[src/rtl/counter_sampler.sv]
// Two-beat read initiator for the 64-bit atomic event counter; presents {hi, lo} on valid/ready.
// Optional macro COUNTER_SAMPLER_DELTA_EN adds delta_o = sample - previous accepted sample.
module counter_sampler #(
  parameter int unsigned DATABUS = 32,
  parameter int unsigned TIMEOUT = 8
) (
  input  logic                   clk,
  input  logic                   reset_n,
  input  logic                   start_i,
  output logic                   busy_o,
  output logic                   req_o,
  output logic                   atomic_o,
  input  logic                   ack_i,
  input  logic [DATABUS-1:0]     count_i,
  output logic                   sample_valid_o,
  input  logic                   sample_ready_i,
  output logic [2*DATABUS-1:0]   sample_o,
  output logic                   err_o
`ifdef COUNTER_SAMPLER_DELTA_EN
  ,
  output logic [2*DATABUS-1:0]   delta_o
`endif
);

  localparam int unsigned WAIT_W   = $clog2(TIMEOUT + 1);
  localparam int unsigned SAMPLE_W = 2 * DATABUS;

  typedef enum logic [2:0] {
    S_IDLE,
    S_ISSUE_LO,
    S_ISSUE_HI,
    S_COLLECT,
    S_PRESENT
  } state_e;

  state_e              state_q, state_d;
  logic                req_q, req_d;
  logic                atomic_q, atomic_d;
  logic                busy_q, busy_d;
  logic                valid_q, valid_d;
  logic                err_q, err_d;
  logic                lo_seen_q, lo_seen_d;
  logic [WAIT_W-1:0]   wait_q, wait_d;
  logic [DATABUS-1:0]  lo_q, lo_d;
  logic [DATABUS-1:0]  hi_q, hi_d;

  // State and registered outputs
  always_ff @(posedge clk or negedge reset_n) begin
    if (!reset_n) begin
      state_q   <= S_IDLE;
      req_q     <= 1'b0;
      atomic_q  <= 1'b0;
      busy_q    <= 1'b0;
      valid_q   <= 1'b0;
      err_q     <= 1'b0;
      lo_seen_q <= 1'b0;
      wait_q    <= '0;
      lo_q      <= '0;
      hi_q      <= '0;
    end else begin
      state_q   <= state_d;
      req_q     <= req_d;
      atomic_q  <= atomic_d;
      busy_q    <= busy_d;
      valid_q   <= valid_d;
      err_q     <= err_d;
      lo_seen_q <= lo_seen_d;
      wait_q    <= wait_d;
      lo_q      <= lo_d;
      hi_q      <= hi_d;
    end
  end

  // Next-state, ack capture and timeout; outputs are decoded from the next state
  always_comb begin
    state_d   = state_q;
    lo_seen_d = lo_seen_q;
    wait_d    = wait_q;
    lo_d      = lo_q;
    hi_d      = hi_q;
    err_d     = 1'b0;

    case (state_q)
      S_IDLE: begin
        if (start_i) begin
          state_d   = S_ISSUE_LO;
          lo_seen_d = 1'b0;
          wait_d    = '0;
        end
      end
      S_ISSUE_LO: begin
        state_d = S_ISSUE_HI;
      end
      S_ISSUE_HI: begin
        state_d = S_COLLECT;
        if (ack_i) begin
          lo_d      = count_i;
          lo_seen_d = 1'b1;
        end
      end
      S_COLLECT: begin
        if (ack_i && lo_seen_q) begin
          hi_d    = count_i;
          state_d = S_PRESENT;
        end else if (wait_q >= WAIT_W'(TIMEOUT - 1)) begin
          // Timed out: drop whatever was captured and return without a sample
          err_d     = 1'b1;
          state_d   = S_IDLE;
          lo_d      = '0;
          hi_d      = '0;
          lo_seen_d = 1'b0;
        end else begin
          if (ack_i) begin
            lo_d      = count_i;
            lo_seen_d = 1'b1;
          end
          wait_d = (wait_q == WAIT_W'(TIMEOUT)) ? wait_q : wait_q + WAIT_W'(1);
        end
      end
      S_PRESENT: begin
        if (valid_q && sample_ready_i) begin
          state_d = S_IDLE;
        end
      end
      default: begin
        state_d = S_IDLE;
      end
    endcase

    req_d    = (state_d == S_ISSUE_LO) || (state_d == S_ISSUE_HI);
    atomic_d = (state_d == S_ISSUE_LO);
    busy_d   = (state_d != S_IDLE);
    valid_d  = (state_d == S_PRESENT);
  end

  assign busy_o         = busy_q;
  assign req_o          = req_q;
  assign atomic_o       = atomic_q;
  assign sample_valid_o = valid_q;
  assign err_o          = err_q;
  assign sample_o       = {hi_q, lo_q};

`ifdef COUNTER_SAMPLER_DELTA_EN
  logic [SAMPLE_W-1:0] prev_q, prev_d;
  logic [SAMPLE_W-1:0] delta_q, delta_d;

  always_ff @(posedge clk or negedge reset_n) begin
    if (!reset_n) begin
      prev_q  <= '0;
      delta_q <= '0;
    end else begin
      prev_q  <= prev_d;
      delta_q <= delta_d;
    end
  end

  // Delta is computed as the sample completes; previous advances only on handshake
  always_comb begin
    prev_d  = prev_q;
    delta_d = delta_q;
    if (state_q == S_COLLECT && ack_i && lo_seen_q) begin
      delta_d = {count_i, lo_q} - prev_q;
    end
    if (state_q == S_PRESENT && valid_q && sample_ready_i) begin
      prev_d = {hi_q, lo_q};
    end
  end

  assign delta_o = delta_q;
`endif

endmodule

[config.mk]
export PLATFORM = sky130hd
export DESIGN_NAME = counter_sampler
export DESIGN_NICKNAME = d
export VERILOG_FILES = /design/src/rtl/counter_sampler.sv
export SDC_FILE = /design/constraint.sdc
export NUM_CORES = 1
export LEC_CHECK = 0
export CORE_UTILIZATION = 45
export DETAILED_ROUTE_END_ITERATION = 10
export PLACE_DENSITY = 0.79
export RECOVER_POWER = 100
export REMOVE_ABC_BUFFERS = 1
export SLEW_MARGIN = 20
export SYNTH_ARGS = -nofsm -noshare
export SYNTH_HDL_FRONTEND = slang
export SYNTH_SLANG_ARGS = --single-unit
export TNS_END_PERCENT = 100
[constraint.sdc]
create_clock -name clk -period 2.4 [get_ports clk]
set_clock_uncertainty 0.15 [all_clocks]
set_input_delay 0.48 -clock clk [delete_from_list [all_inputs] [get_ports clk]]
set_output_delay 0.48 -clock clk [all_outputs]
set_load 0.05 [all_outputs]
# After elaboration in Yosys (flattened, before gate mapping)
# Cells that the tools add are included.
# word_totals
wordCells	61
in_bits	37
regBits	77
out_inout_bits	69
# classes
eq_ne	12
magnitude_cmp	1
n_addsub	1
n_reduce_logical	13
mux	24
# ops
cell	count
$mux 32	5
$pmux 32 s2	1
$mux 4	4
$pmux 3 s5	1
$mux 3	4
$eq 3x2->1 const B	3
$ne 2x2->1 const B	4
$pmux 4 s2	1
$mux 1	7
$eq 3x1->1 const B	2
$eq 3x3->1 const B	2
$reduce_bool 2->1	3
$reduce_bool 3->1	2
$reduce_and 5->1	1
$add 4x1->4 const B	1
$eq 4x4->1 const B	1
$ge 4x3->1 const B	1
$reduce_and 2->1	2
$logic_not 3->1	1
$pmux 1 s3	1
$reduce_and 3->1	1
$logic_and 1x1->1	2
$logic_or 1x1->1	1

# Logic depth before layout (Yosys ltp)
# logic_depth
depth_word	6
mapped_depth	6
mapped_depth_nobuf	5

# Least setup slack after synthesis
# OpenSTA, ideal clock, no wires.
# synth_path
path_type	register -> register
from	reg state_q[2]
to	reg wait_q[2]
path_buffers	1
setup_ns	0.122
setup_slack_ns	0.676
synth_period_minus_slack_ns	1.724
t_required_ns	2.128
path_stages_with_launch	5
arrival_time_ns	1.453
path_cell_list	dfrtp_1 buf_6 or4b_4 and2_0 a32o_1
# synth_between
elab_chain_cells	3
word_cells_on_any_way	9
classes_between	eq/ne (5); mux (1); reduce/logical (3)
# synth_lines
item	line	rtl
start: declaration	36	state_e state_q, state_d;
start signal: assignment	61	state_q <= state_d;
$eq 3x2->1 / $logic_not 3->1 (equally long branches)	83	case (state_q)
$ne 2x2->1 (no line) / $reduce_bool 2->1 (equally long branches)	n/a	
$reduce_and 5->1 (no line)	n/a	
end signal: assignment	68	wait_q <= wait_d;
end: declaration	43	logic [WAIT_W-1:0] wait_q, wait_d;
# Several ways; a longest one is shown, not always the timed one.
# A chain may end at the register's enable or synchronous reset.

# Worst setup path in the final report
# layout_path
from	reg hi_q[2]
to	out sample_o[34]
# layout_rtl
item	line	rtl
start: declaration	45	logic [DATABUS-1:0] hi_q, hi_d;
start signal: assignment	70	hi_q <= hi_d;
end: declaration	17	output logic [2*DATABUS-1:0] sample_o,
# No word-level cell between the ends.

==> metrics.md <==
| Metric | Value |
|---|---|
| Max-slew headroom | `0.398` |
| Port Buf Inserts | `roughly 110` |
| Area Overhead vs Synth | `43.2%` |
| Nets | `426` |
| Pwr Density | `1700 nW/um^2` |
| Initial Util | `0.468` |
| Max frequency | `about 440 MHz` |
| CP max FO | `2` |
| Vias in the first global route | `approximately 2.8k` |
| Synth top area cells | `dfrtp_1, a22o_1, a21oi_1, o21ai_0, nand3_1` |
| Drt initial violations | `roughly 150` |
| FF-to-FF setup slack | `between 0.3 and 0.4 ns` |
| Antenna Nets Post-Route | `0` |
| Core Area | `~6800 sq um` |
| Worst-margin pin slew | `between 0.9 and 1 ns` |
| Row cnt | `30` |
| Max Cap Violations | `0` |
| Post-Synthesis Cells | `approximately 280` |
| Clk sink count | `77` |
| Combinational Power Share | `0.557` |
| VDD IR-drop max | `0.000873 V` |
| Synth cell types | `32` |
| Ys async rst share | `1.00` |
| Worst setup SP type | `flop` |
| RD Place Congestion | `0.805` |
| Dpl cells | `around 470` |
| Status | `complete, no violations` |
| Final cycle utilization of the critical path | `0.941` |
| Wire per inst | `~17 um` |
| Worst R2R End | `lo_q[18]$_DFFE_PN0P_` |
| Crit path max-delay family | `buffers and inverters` |
| Critical path's slowest cell | `dlygate4sd3_1` |
| Count leader, synth | `dfrtp_1` |
| Later-pin clock latency in the skew report | `~0.36 ns` |
| Die Wd | `~86 um` |
| Number of flops mapped to enable cells by yosys | `0` |
| Yosys top cell by area | `dfrtp_1` |
| Reg2reg start | `wait_q[0]$_DFFE_PN0P_` |
| Ratio of cells with drive above 1 in the final layout | `0.0791` |
| Num ports | `about 110` |
| P_leak | `around 2.1 nW` |
| Slew Viols, Final | `0` |
| Crit end category | `output port` |
| Gr usage total | `0.243` |
| CTS tree | `built` |
| Worst Hold Margin | `0.346 ns` |
| Worst Reg-to-Reg Cells | `5` |
| RSZ-0062 raised after global routing | `false` |
| Seq/Total Area, Yosys | `0.606` |
| Drt first pass iters | `5` |
| Mean post-synth cell area | `approximately 11 sq um` |
| Number of diodes | `0` |
| Final Util | `0.670` |
| Final WL | `approximately 8.5 mm` |
| Switching power share of the total | `0.489` |
| Clock root cell | `clkbuf_8` |
| Placed wire-length estimate | `5.62 mm` |
| Top Layer Used | `met4` |
| Die area | `around 7400 sq um` |
| DRC violations left | `0` |
| Critical Path AT | `around 1.6 ns` |
| Filler cell count | `roughly 540` |
| Metal3 WL | `around 640 um` |
| Via count | `roughly 2.7k` |
| Hold EP | `hi_q[7]$_DFFE_PN0P_` |
| Final WS setup | `0.140 ns` |
| Total Power | `slightly below 8 mW` |
| Slowest stage delay, CP | `0.89 ns` |
| Synth cell count leaders | `dfrtp_1, a21oi_1, o21ai_0, nand3_1, a22o_1` |
| CTS Buf Count | `9` |
| CP Buf/Inv Count | `1` |
| CP Class | `flop to output port` |
| Final hold violation count | `0` |
| Psw | `approximately 3.8 mW` |
| First-pass GRT wire length | `roughly 14 mm` |
| Pin count of the biggest net entering global routing | `44` |
| Via density | `5.63` |
| Finish-stage setup viols | `0` |
| Hold Startpoint | `hi_q[7]$_DFFE_PN0P_` |
| Clock Power Share | `0.153` |
| Non-Filler Instances | `about 490` |
| Seq pwr share | `0.290` |
| Post-DP Area | `around 4300 sq um` |
| Design Area, Final | `between 4000 and 5000 sq um` |
| Critical Path RT | `1.77 ns` |
| Synth top area share | `0.606` |
| Post-Place Worst Slack | `between 0.15 and 0.2 ns` |
| Clock-pin slew on the worst setup and hold paths | `about 0.080 ns` |
| YS warnings | `0` |
| DR WL met2 | `4.14 mm` |
| Vert. Die Dim | `about 86 um` |
| GR Overflow Total | `0` |
| Post-layout min period | `approximately 2.3 ns` |
| Initial antenna violation count | `0` |
| Mapped cell area | `roughly 3200 sq um` |
| Setup Fix Bufs, Post-CTS | `0` |
| CTS Buffer Depth | `2` |
| H-tree Lvls | `3` |
| Top_reg_cell synth | `dfrtp_1` |
| Crit-path cells | `dlygate4sd3_1` |
| Int Power | `3.96 mW` |
| Fin Setup TNS | `0 ns` |
| Met1 WL | `approximately 3.7 mm` |
| Hold crit path type | `flop to flop` |
| Hold Path Depth | `1` |
| FF+latch count, synth | `77` |
## kinds of logic (layout without fill, tap and decap cells)
group | Yosys count | count (layout) | synth area share
adders and majority gates | 2 | 2 | 0.00787
DFF | 77 | 77 | 0.606
buffers and inverters | 30 | 141 | 0.0472
AOI/OAI and AO/OA | 117 | 117 | 0.247
and+or+nand+nor | 55 | 55 | 0.0917
## sequential cells by signal, summed over array words and instances (netlist names)
| name | count |
|---|---|
| busy_o | 1 |
| req_o | 1 |
| sample_valid_o | 1 |
| hi_q | 32 |
| wait_q | 4 |
| err_o | 1 |
| lo_seen_q | 1 |
| lo_q | 32 |
| atomic_o | 1 |
| state_q | 3 |
## layout by cell type, fill, tap and decap left out
master	synthesis	routed
a21boi_2	0	1
a2bb2oi_1	1	1
dfrtp_1	77	77
or4b_1	0	1
a21oi_1	35	35
clkdlybuf4s50_1	0	34
buf_4	4	11
nor3_1	2	2
a22o_1	32	32
a2111oi_0	0	1
buf_12	0	1
and3_1	1	1
clkinv_2	0	1
inv_1	3	3
nand2b_1	3	3
a211oi_1	1	1
nand3_1	34	34
a31oi_1	1	1
and2_1	1	1
clkbuf_2	0	3
o211ai_1	1	1
o21ai_0	35	35
o21bai_1	2	2
and2b_1	1	1
a221oi_1	0	1
clkbuf_1	10	4
a32o_1	5	5
bufinv_16	0	3
and4b_1	1	1
and2_0	1	1
and3b_1	1	1
dlygate4sd3_1	0	71
clkbuf_8	0	10
a21bo_2	1	1
nand2_1	2	2
ha_1	2	2
nor2_1	7	7
## area by class of cell
type	instances	area (sq um)	share of cell area
inverters	3	11.3	0.00247
clock buffers	12	145	0.0319
flip-flops and latches	77	1930	0.423
repair buffers	122	1180	0.258
clock inverters	4	95.1	0.0209
well taps	96	120	0.0264
multi-input cells	174	1080	0.237
## routing by layer
metal	up-vias	track usage
met3	11	0.0520
met4	0	0.0955
met5	-	0
met1	1381	0.326
li1	1249	-
met2	106	0.387
## power by group through the flow
stage / Sequential, mW / Combinational, mW / Clock [mW]
6_report: 2.25 / 4.32 / 1.18
5_1_grt: 2.32 / 4.57 / 1.26
4_1_cts: 2.28 / 4.56 / 1.20
3_5_place_dp: 2.29 / 4.54 / 0
3_3_place_gp: 2.27 / 4.45 / 0
2_1_floorplan: 4.00 / 1.15 / 0
## repair_timing
action | in CTS | in global routing
endpoints found under the setup margin | 0 | 0
resized for setup | 0 | 0
hold buffers | 1 | 0
endpoints found under the hold margin | 34 | 0
## worst max-delay path by stage
stage | from | end | cells past startpoint
global placement | ack_i | hi_q[0]$_DFFE_PN0P_ | 5
global route | hi_q[2]$_DFFE_PN0P_ | sample_o[34] | 1
CTS | hi_q[5]$_DFFE_PN0P_ | sample_o[37] | 1
detailed placement | ack_i | hi_q[2]$_DFFE_PN0P_ | 5
finish | hi_q[2]$_DFFE_PN0P_ | sample_o[34] | 1
floorplan | state_q[2]$_DFF_PN0_ | hi_q[0]$_DFFE_PN0P_ | 3
Note: power is estimated with default switching activity, not from simulation.
